File: src/rtl/i2s_play_ctrl_pkg.sv
// Shared state type and default timing constants for the I2S play sequencer.
package i2s_play_ctrl_pkg;

  typedef enum logic [1:0] {
    PC_IDLE,
    PC_CFG,
    PC_RUN,
    PC_DRAIN
  } play_ctrl_state_t;

  localparam int unsigned I2S_TICK_DIV0       = 1536;
  localparam int unsigned I2S_TICK_DIV1       = 768;
  localparam int unsigned I2S_TICK_DIV2       = 384;
  localparam int unsigned I2S_TICK_DIV3       = 384;
  localparam int unsigned I2S_MIN_PLAY_CYCLES = 384;
  localparam int unsigned I2S_DRAIN_MAX       = 1024;

  function automatic int unsigned max4(input int unsigned a, input int unsigned b,
                                       input int unsigned c, input int unsigned d);
    int unsigned m;
    m = a;
    if (b > m) m = b;
    if (c > m) m = c;
    if (d > m) m = d;
    return m;
  endfunction

endpackage

File: src/rtl/i2s_play_ctrl_if.sv
// Host command / i2s control bundle for i2s_play_ctrl.
// underrun_out exists only when I2S_PLAY_CTRL_UNDERRUN_EN is defined.
interface i2s_play_ctrl_if;
  logic        start_in;
  logic        stop_in;
  logic        cfg_wr_in;
  logic [31:0] cfg_data_in;
  logic        req_in;
  logic        ws_in;
  logic        play_out;
  logic        cfg_out;
  logic [31:0] cfg_reg_out;
  logic        tick_out;
  logic        busy_out;
  logic        done_out;
`ifdef I2S_PLAY_CTRL_UNDERRUN_EN
  logic        underrun_out;
`endif

  modport master (
`ifdef I2S_PLAY_CTRL_UNDERRUN_EN
    input  underrun_out,
`endif
    output start_in, stop_in, cfg_wr_in, cfg_data_in, req_in, ws_in,
    input  play_out, cfg_out, cfg_reg_out, tick_out, busy_out, done_out
  );

  modport slave (
`ifdef I2S_PLAY_CTRL_UNDERRUN_EN
    output underrun_out,
`endif
    input  start_in, stop_in, cfg_wr_in, cfg_data_in, req_in, ws_in,
    output play_out, cfg_out, cfg_reg_out, tick_out, busy_out, done_out
  );
endinterface

File: src/rtl/i2s_play_ctrl_tick_gen.sv
// Sample tick divider: period selected by mode, registered one-cycle tick when the
// count sits at zero while enabled.
module i2s_tick_gen
  import i2s_play_ctrl_pkg::*;
#(
  parameter int unsigned TICK_DIV0 = I2S_TICK_DIV0,
  parameter int unsigned TICK_DIV1 = I2S_TICK_DIV1,
  parameter int unsigned TICK_DIV2 = I2S_TICK_DIV2,
  parameter int unsigned TICK_DIV3 = I2S_TICK_DIV3
) (
  input  logic       clk,
  input  logic       rst_n,
  input  logic [1:0] i_mode,
  input  logic       i_clear,
  input  logic       i_enable,
  output logic       o_tick
);
  localparam int unsigned MaxDiv = max4(TICK_DIV0, TICK_DIV1, TICK_DIV2, TICK_DIV3);
  localparam int unsigned CntW   = $clog2(MaxDiv);

  logic [CntW-1:0] r_cnt;
  logic [CntW-1:0] w_last;
  logic            r_tick;

  always_comb begin
    w_last = '0;
    unique case (i_mode)
      2'd0: w_last = CntW'(TICK_DIV0 - 1);
      2'd1: w_last = CntW'(TICK_DIV1 - 1);
      2'd2: w_last = CntW'(TICK_DIV2 - 1);
      2'd3: w_last = CntW'(TICK_DIV3 - 1);
      default: w_last = '0;
    endcase
  end

  // Count zero right after a clear, so the first tick lands one enabled cycle later.
  always_ff @(posedge clk or negedge rst_n) begin
    if (!rst_n) begin
      r_cnt  <= '0;
      r_tick <= 1'b0;
    end else if (i_clear) begin
      r_cnt  <= '0;
      r_tick <= 1'b0;
    end else begin
      r_tick <= i_enable && (r_cnt == '0);
      if (i_enable) begin
        r_cnt <= (r_cnt >= w_last) ? '0 : r_cnt + 1'b1;
      end
    end
  end

  assign o_tick = r_tick;

endmodule

File: src/rtl/i2s_play_ctrl.sv
// I2S play sequencer: turns host start/stop/config commands into legal play/cfg/tick
// sequences. Optional underrun flag enabled by defining I2S_PLAY_CTRL_UNDERRUN_EN.
module i2s_play_ctrl
  import i2s_play_ctrl_pkg::*;
#(
  parameter int unsigned TICK_DIV0       = I2S_TICK_DIV0,
  parameter int unsigned TICK_DIV1       = I2S_TICK_DIV1,
  parameter int unsigned TICK_DIV2       = I2S_TICK_DIV2,
  parameter int unsigned TICK_DIV3       = I2S_TICK_DIV3,
  parameter int unsigned MIN_PLAY_CYCLES = I2S_MIN_PLAY_CYCLES,
  parameter int unsigned DRAIN_MAX       = I2S_DRAIN_MAX
) (
  input logic            clk,
  input logic            rst_n,
  i2s_play_ctrl_if.slave bus
);
  localparam int unsigned GuardW = $clog2(MIN_PLAY_CYCLES + 1);
  localparam int unsigned DrainW = $clog2(DRAIN_MAX + 1);

  play_ctrl_state_t  r_state, w_state_d;
  logic [GuardW-1:0] r_guard;
  logic [DrainW-1:0] r_drain;
  logic              r_stop_pend, w_stop_pend_d;
  logic              r_ws, r_play, r_cfg, r_busy, r_done;
  logic [31:0]       r_cfg_reg;
  logic [1:0]        r_mode;
  logic              w_guard_ok, w_ws_fall, w_drain_end;
  logic              w_start_acc, w_cfg_acc, w_drain_exit;
  logic              w_tick_en, w_tick;

  assign w_guard_ok  = (r_guard == GuardW'(MIN_PLAY_CYCLES));
  assign w_ws_fall   = r_ws & ~bus.ws_in;
  assign w_drain_end = w_ws_fall | (r_drain == DrainW'(DRAIN_MAX - 1));

  always_comb begin
    w_state_d     = r_state;
    w_stop_pend_d = r_stop_pend;
    w_start_acc   = 1'b0;
    w_cfg_acc     = 1'b0;
    w_drain_exit  = 1'b0;
    unique case (r_state)
      PC_IDLE: begin
        if (bus.cfg_wr_in) begin
          w_state_d = PC_CFG;
          w_cfg_acc = 1'b1;
        end else if (bus.start_in && !bus.stop_in && w_guard_ok) begin
          w_state_d   = PC_RUN;
          w_start_acc = 1'b1;
        end
      end
      PC_CFG: w_state_d = PC_IDLE;
      PC_RUN: begin
        if (bus.stop_in) w_stop_pend_d = 1'b1;
        if ((bus.stop_in || r_stop_pend) && w_guard_ok) begin
          w_state_d     = PC_DRAIN;
          w_stop_pend_d = 1'b0;
        end
      end
      PC_DRAIN: begin
        if (w_drain_end) begin
          w_state_d    = PC_IDLE;
          w_drain_exit = 1'b1;
        end
      end
      default: w_state_d = PC_IDLE;
    endcase
  end

  // Guard counts cycles since play last changed, the changing cycle included.
  always_ff @(posedge clk or negedge rst_n) begin
    if (!rst_n) begin
      r_state     <= PC_IDLE;
      r_stop_pend <= 1'b0;
      r_guard     <= GuardW'(MIN_PLAY_CYCLES);
      r_drain     <= '0;
      r_ws        <= 1'b0;
      r_play      <= 1'b0;
      r_cfg       <= 1'b0;
      r_busy      <= 1'b0;
      r_done      <= 1'b0;
      r_cfg_reg   <= '0;
      r_mode      <= '0;
    end else begin
      r_state     <= w_state_d;
      r_stop_pend <= w_stop_pend_d;
      r_ws        <= bus.ws_in;
      r_play      <= (w_state_d == PC_RUN) || (w_state_d == PC_DRAIN);
      r_cfg       <= w_cfg_acc;
      r_busy      <= (w_state_d != PC_IDLE);
      r_done      <= w_drain_exit;
      if (w_start_acc || w_drain_exit) begin
        r_guard <= GuardW'(1);
      end else if (!w_guard_ok) begin
        r_guard <= r_guard + 1'b1;
      end
      r_drain <= (r_state == PC_DRAIN) ? r_drain + 1'b1 : '0;
      if (w_cfg_acc) begin
        r_cfg_reg <= bus.cfg_data_in;
        r_mode    <= bus.cfg_data_in[1:0];
      end
    end
  end

  // No tick on the cycle RUN is left, so ticks stop the moment DRAIN begins.
  assign w_tick_en = (r_state == PC_RUN) && (w_state_d == PC_RUN);

  i2s_tick_gen #(
    .TICK_DIV0(TICK_DIV0),
    .TICK_DIV1(TICK_DIV1),
    .TICK_DIV2(TICK_DIV2),
    .TICK_DIV3(TICK_DIV3)
  ) u_tick_gen (
    .clk     (clk),
    .rst_n   (rst_n),
    .i_mode  (r_mode),
    .i_clear (w_start_acc),
    .i_enable(w_tick_en),
    .o_tick  (w_tick)
  );

  assign bus.play_out    = r_play;
  assign bus.cfg_out     = r_cfg;
  assign bus.cfg_reg_out = r_cfg_reg;
  assign bus.tick_out    = w_tick;
  assign bus.busy_out    = r_busy;
  assign bus.done_out    = r_done;

`ifdef I2S_PLAY_CTRL_UNDERRUN_EN
  logic r_req_seen, r_underrun;

  always_ff @(posedge clk or negedge rst_n) begin
    if (!rst_n) begin
      r_req_seen <= 1'b0;
      r_underrun <= 1'b0;
    end else if (w_start_acc) begin
      r_req_seen <= 1'b0;
      r_underrun <= 1'b0;
    end else if (r_state == PC_RUN) begin
      if (bus.req_in && r_req_seen && !w_tick) r_underrun <= 1'b1;
      if (w_tick) begin
        r_req_seen <= bus.req_in;
      end else if (bus.req_in) begin
        r_req_seen <= 1'b1;
      end
    end
  end

  assign bus.underrun_out = r_underrun;
`endif

endmodule

File: src/flat_wrapper.sv
// flat-port wrapper written by rule: the top's interface ports become plain ports
module i2s_play_ctrl_flat import i2s_play_ctrl_pkg::*;
#(
  parameter int unsigned TICK_DIV0       = I2S_TICK_DIV0,
  parameter int unsigned TICK_DIV1       = I2S_TICK_DIV1,
  parameter int unsigned TICK_DIV2       = I2S_TICK_DIV2,
  parameter int unsigned TICK_DIV3       = I2S_TICK_DIV3,
  parameter int unsigned MIN_PLAY_CYCLES = I2S_MIN_PLAY_CYCLES,
  parameter int unsigned DRAIN_MAX       = I2S_DRAIN_MAX
)
  (clk, rst_n, bus_start_in, bus_stop_in, bus_cfg_wr_in, bus_cfg_data_in, bus_req_in, bus_ws_in, bus_play_out, bus_cfg_out, bus_cfg_reg_out, bus_tick_out, bus_busy_out, bus_done_out);
  i2s_play_ctrl_if bus_i ();
  input logic clk;
  input logic rst_n;
  input wire logic [$bits(bus_i.start_in)-1:0] bus_start_in;
  input wire logic [$bits(bus_i.stop_in)-1:0] bus_stop_in;
  input wire logic [$bits(bus_i.cfg_wr_in)-1:0] bus_cfg_wr_in;
  input wire logic [$bits(bus_i.cfg_data_in)-1:0] bus_cfg_data_in;
  input wire logic [$bits(bus_i.req_in)-1:0] bus_req_in;
  input wire logic [$bits(bus_i.ws_in)-1:0] bus_ws_in;
  output wire logic [$bits(bus_i.play_out)-1:0] bus_play_out;
  output wire logic [$bits(bus_i.cfg_out)-1:0] bus_cfg_out;
  output wire logic [$bits(bus_i.cfg_reg_out)-1:0] bus_cfg_reg_out;
  output wire logic [$bits(bus_i.tick_out)-1:0] bus_tick_out;
  output wire logic [$bits(bus_i.busy_out)-1:0] bus_busy_out;
  output wire logic [$bits(bus_i.done_out)-1:0] bus_done_out;
  assign bus_i.start_in = bus_start_in;
  assign bus_i.stop_in = bus_stop_in;
  assign bus_i.cfg_wr_in = bus_cfg_wr_in;
  assign bus_i.cfg_data_in = bus_cfg_data_in;
  assign bus_i.req_in = bus_req_in;
  assign bus_i.ws_in = bus_ws_in;
  assign bus_play_out = bus_i.play_out;
  assign bus_cfg_out = bus_i.cfg_out;
  assign bus_cfg_reg_out = bus_i.cfg_reg_out;
  assign bus_tick_out = bus_i.tick_out;
  assign bus_busy_out = bus_i.busy_out;
  assign bus_done_out = bus_i.done_out;
  i2s_play_ctrl #(.TICK_DIV0(TICK_DIV0), .TICK_DIV1(TICK_DIV1), .TICK_DIV2(TICK_DIV2), .TICK_DIV3(TICK_DIV3), .MIN_PLAY_CYCLES(MIN_PLAY_CYCLES), .DRAIN_MAX(DRAIN_MAX)) u_core (.clk(clk), .rst_n(rst_n), .bus(bus_i));
endmodule
File: config.mk
export PLATFORM = sky130hd
export DESIGN_NAME = i2s_play_ctrl_flat
export DESIGN_NICKNAME = d
export VERILOG_FILES = /design/src/rtl/i2s_play_ctrl_pkg.sv /design/src/rtl/i2s_play_ctrl_if.sv /design/src/rtl/i2s_play_ctrl_tick_gen.sv /design/src/rtl/i2s_play_ctrl.sv /design/src/flat_wrapper.sv
export SDC_FILE = /design/constraint.sdc
export NUM_CORES = 1
export LEC_CHECK = 0
export BUFFER_PORTS_ARGS = -buffer_cell sky130_fd_sc_hd__buf_2
export CAP_MARGIN = 20
export CORE_UTILIZATION = 35
export CTS_CLUSTER_SIZE = 25
export DETAILED_ROUTE_END_ITERATION = 16
export GPL_ROUTABILITY_DRIVEN = 0
export SYNTH_ARGS = -nofsm -noshare
export SYNTH_HDL_FRONTEND = slang
export SYNTH_SLANG_ARGS = --single-unit
File: constraint.sdc
create_clock -name clk -period 5.1 [get_ports clk]
set_input_delay 0.51 -clock clk [delete_from_list [all_inputs] [get_ports clk]]
set_output_delay 0.51 -clock clk [all_outputs]
set_load 0.02 [all_outputs]
==> run_results.csv <==
group,metric,value,unit
placed_design,detailed_place_hpwl,4.35,mm
logic_synthesis,syn-cell-area,3230,um^2
clock_tree,cts_resized,0,
global_routing,number_of_antenna_violations_at_the_first_check_in_global_routing,0,
die,design.die.area,9610,um^2
global_routing,globalRouteTotalUtil,14.2,%
detailed_routing,route.final.wire_length,6.08,mm
logic_synthesis,synth_top_cell_by_area,"dfrtp_1",
die,coreArea,8810,um^2
sta,fmax,393,MHz
clock_tree,cts_tree,"done",
power_and_ir_drop,cellInternalPower,1370,uW
placed_design,port_buffers,74,
sta,timing_worst_slew_pin_value,809,ps
sta,post_route_fraction_of_the_period_consumed_by_the_critical_path,49.9,%
power_and_ir_drop,pwr-share-comb,37.1,%
critical_path,ff2ff_setup_slack,2560,ps
logic_synthesis,synth.lib_cells_used.distinct,41,
layout,nFillCells,848,
layout,area_growth_syn_to_layout,21.1,%
status,outcome,"finished with violations",
detailed_routing,ant_nets,0,
power_and_ir_drop,pwr-share-clk,20.3,%
worst_hold_path,holdCritPathClass,"in2async",
die,placement_rows,34,
critical_path,worstReg2RegEnd,"u_core.u_tick_gen.r_cnt[10]",
sta,timing.max_slew.rel_slack,45.6,%
power_and_ir_drop,power_share_of_the_sequential_group,42.6,%
detailed_routing,detail_route.wl_per_cell,12.9,um
clock_tree,clk_root_buffer_cell,"clkbuf_8",
sta,min_period,2540,ps
critical_path,criticalPathCategory,"reg2reg",
logic_synthesis,number_of_synthesized_register_bits,72,
critical_path,r2r_cells,7,
die,chipHeight,98.0,um
logic_synthesis,synth_top_cell_area_share,54.3,%
sta,clock-skew-final,10.0,ps
critical_path,cpMaxStageDelayCell,"or4_1",
power_and_ir_drop,ir_worst_vdd,0.264,mV
detailed_routing,remaining_drc_errors,7,
die,die_w,98.0,um
critical_path,endpoint_kind,"flop",
critical_path,reg2reg_from,"u_core.r_guard[0]",
global_routing,grt_max_degree,53,
status,violations,"design-rule violations",
logic_synthesis,synth_seq_area_share,55.9,%
critical_path,cp_data_arrival_time,2800,ps
layout,drive_above_1_share,36.6,%
clock_tree,h_tree_depth,3,
clock_tree,cts_sinks,72,
die,design.portCount,76,
logic_synthesis,synth.avg_cell_area,11.5,um^2
sta,finalSetupTns,0,ps
clock_tree,clock_tree_buffer_depth,2,
die,initial_utilization,36.6,%
detailed_routing,via_count,2291,
sta,setup_viol,0,
detailed_routing,drt-initial-drc-count,76,
sta,unrepaired_setup_endpoints_after_global_routing,"no",
clock_tree,worstSkewPairLatency,340,ps
power_and_ir_drop,power_leakage,0.00178,uW
sta,report.final.slew_viol_count,0,
layout,layout.cells.most_common_list,"buf_2, dfrtp_1, mux2_2",
logic_synthesis,synth_top_cells_by_area,"dfrtp_1, mux2_2, ha_1, xor2_1, nor2_1",
critical_path,max_stage_delay,660,ps
logic_synthesis,yosys_warnings,0,
detailed_routing,drt_pre_antenna_iters,10,
logic_synthesis,mappedNetlistNets,329,
logic_synthesis,synthesis.instances,281,
power_and_ir_drop,sw_frac_of_total,37.5,%
flow_run,max_cap_violations,0,
critical_path,setup.worst_path.start_class,"flop",
critical_path,worst_ep_required_time,5360,ps
layout,postLayoutCoreUtil,44.4,%
clock_tree,cts_buffers,9,
clock_tree,cts.hold.buffers_added,0,
power_and_ir_drop,p_sw,822,uW
logic_synthesis,synth_flop_cell,"dfrtp_1",
detailed_routing,vias_per_cell,4.86,
sta,timing_hold_violations_final,0,
global_routing,grt_overflow,0,
power_and_ir_drop,power.density_cell_area,561,nW/um^2
critical_path,path_max_fanout,7,
logic_synthesis,synth_edf_count,0,
logic_synthesis,synth-async-reset-ratio,100,%
critical_path,crit_chain,"inv_1 -> ha_1 -> nor4b_2 -> a311o_2 -> or4_1 -> or3_1 -> o21ai_0",
clock_tree,path_clk_slew,80,ps
layout,nets,407,
clock_tree,cts_setup_buffers,0,
layout,antennaDiodeCount,0,
layout,layout.cells.most_common,"buf_2",
global_routing,global_route_wire_length_before_repair,10.8,mm
global_routing,first_global_vias,2360,
==> metal layers <==
| metal | up-vias | part of all wire [%] | global-route usage [%] |
|---|---|---|---|
| met5 | - | 0 | 0 |
| met4 | 0 | 1.7 | 5.59 |
| met3 | 11 | 4.7 | 4.44 |
| met2 | 45 | 48 | 23.3 |
| met1 | 1104 | 46 | 17.5 |
| li1 | 1131 | - | - |
==> worst max-delay path: cells and delay by family (launching register included) <==
kind / cells / cell delay [ps]
AOI/OAI and AO/OA: 2 / 510
adders and majority gates: 1 / 200
buffers and inverters: 1 / 100
DFF: 1 / 430
and+or+nand+nor: 3 / 1230
==> synth_stat cells, drive strengths merged, types with 2 or more instances <==
cell type / instances
inv: 14
nand2: 13
nor4: 4
nor2b: 3
mux2: 32
and2: 4
mux2i: 2
o21ai: 11
ha: 9
xor2: 11
xnor2: 5
a211oi: 2
dfrtp: 70
nand4: 9
or3: 6
or2: 3
nand3: 13
a31oi: 3
a21oi: 10
nor2: 25
clkbuf: 8
nand2b: 3
dfstp: 2
and3: 5
==> stage by stage <==
step,cell area (um^2),hold slack (ps),instances,power [uW],setup slack (ps)
2_1_floorplan,3230,214,281,1490,2790
3_3_place_gp,3710,445,456,1740,2600
3_5_place_dp,3710,454,456,1770,2590
4_1_cts,3910,104,471,2220,2550
5_1_grt,3910,139,471,2360,2380
6_report,3910,106,471,2190,2560
==> power groups by stage <==
stage | registers, uW | clock network [uW] | logic, uW
after floorplan | 1100 | 0 | 393
after global placement | 938 | 0 | 804
after detailed placement | 946 | 0 | 823
after CTS | 937 | 462 | 823
after global routing | 972 | 489 | 901
final | 935 | 445 | 813
==> flip-flops by register name, indices dropped and copies added (netlist names) <==
signal,flops
u_core.r_drain,11
u_core.r_ws,1
u_core.bus.play_out,1
u_core.bus.done_out,1
u_core.bus.busy_out,1
u_core.bus.cfg_reg_out,31
u_core.r_mode,1
u_core.u_tick_gen.o_tick,1
u_core.r_state,2
u_core.bus.cfg_out,1
u_core.r_stop_pend,1
u_core.r_guard,9
u_core.u_tick_gen.r_cnt,11
==> final cells by class <==
class / instances / area (um^2) / area share (%)
flip-flops and latches: 72 / 1800 / 46.2
repair buffers: 76 / 385 / 9.86
clock inverters: 5 / 57.6 / 1.47
well taps: 108 / 135 / 3.46
multi-input cells: 186 / 1340 / 34.2
clock buffers: 10 / 138 / 3.52
inverters: 14 / 52.6 / 1.34
==> cells by family after synthesis <==
kind of cell             Yosys count  share of synthesized area (%)
XOR/XNOR                          16                           4.34
flip-flops                        72                           55.9
multiplexers                      34                           11.8
buffers and inverters             23                           2.71
AND/OR/NAND/NOR                   95                           15.7
AO/OA/AOI/OAI                     32                           6.01
adder cells (fa/ha/maj)            9                           3.49
==> how the worst max path moves through the flow <==
stage | endpoint | cells past startpoint | slack [ps] | start
floorplan | u_core.u_tick_gen.r_cnt[10] | 9 | 2790 | u_core.bus.cfg_reg_out[1]
global placement | u_core.u_tick_gen.r_cnt[10] | 7 | 2600 | u_core.r_guard[0]
detailed placement | u_core.u_tick_gen.r_cnt[5] | 7 | 2590 | u_core.r_guard[0]
CTS | u_core.u_tick_gen.r_cnt[10] | 7 | 2550 | u_core.r_guard[0]
global route | u_core.u_tick_gen.r_cnt[8] | 7 | 2380 | u_core.r_guard[0]
finish | u_core.u_tick_gen.r_cnt[10] | 7 | 2560 | u_core.r_guard[0]
Note: power is estimated with default switching activity, not from simulation.
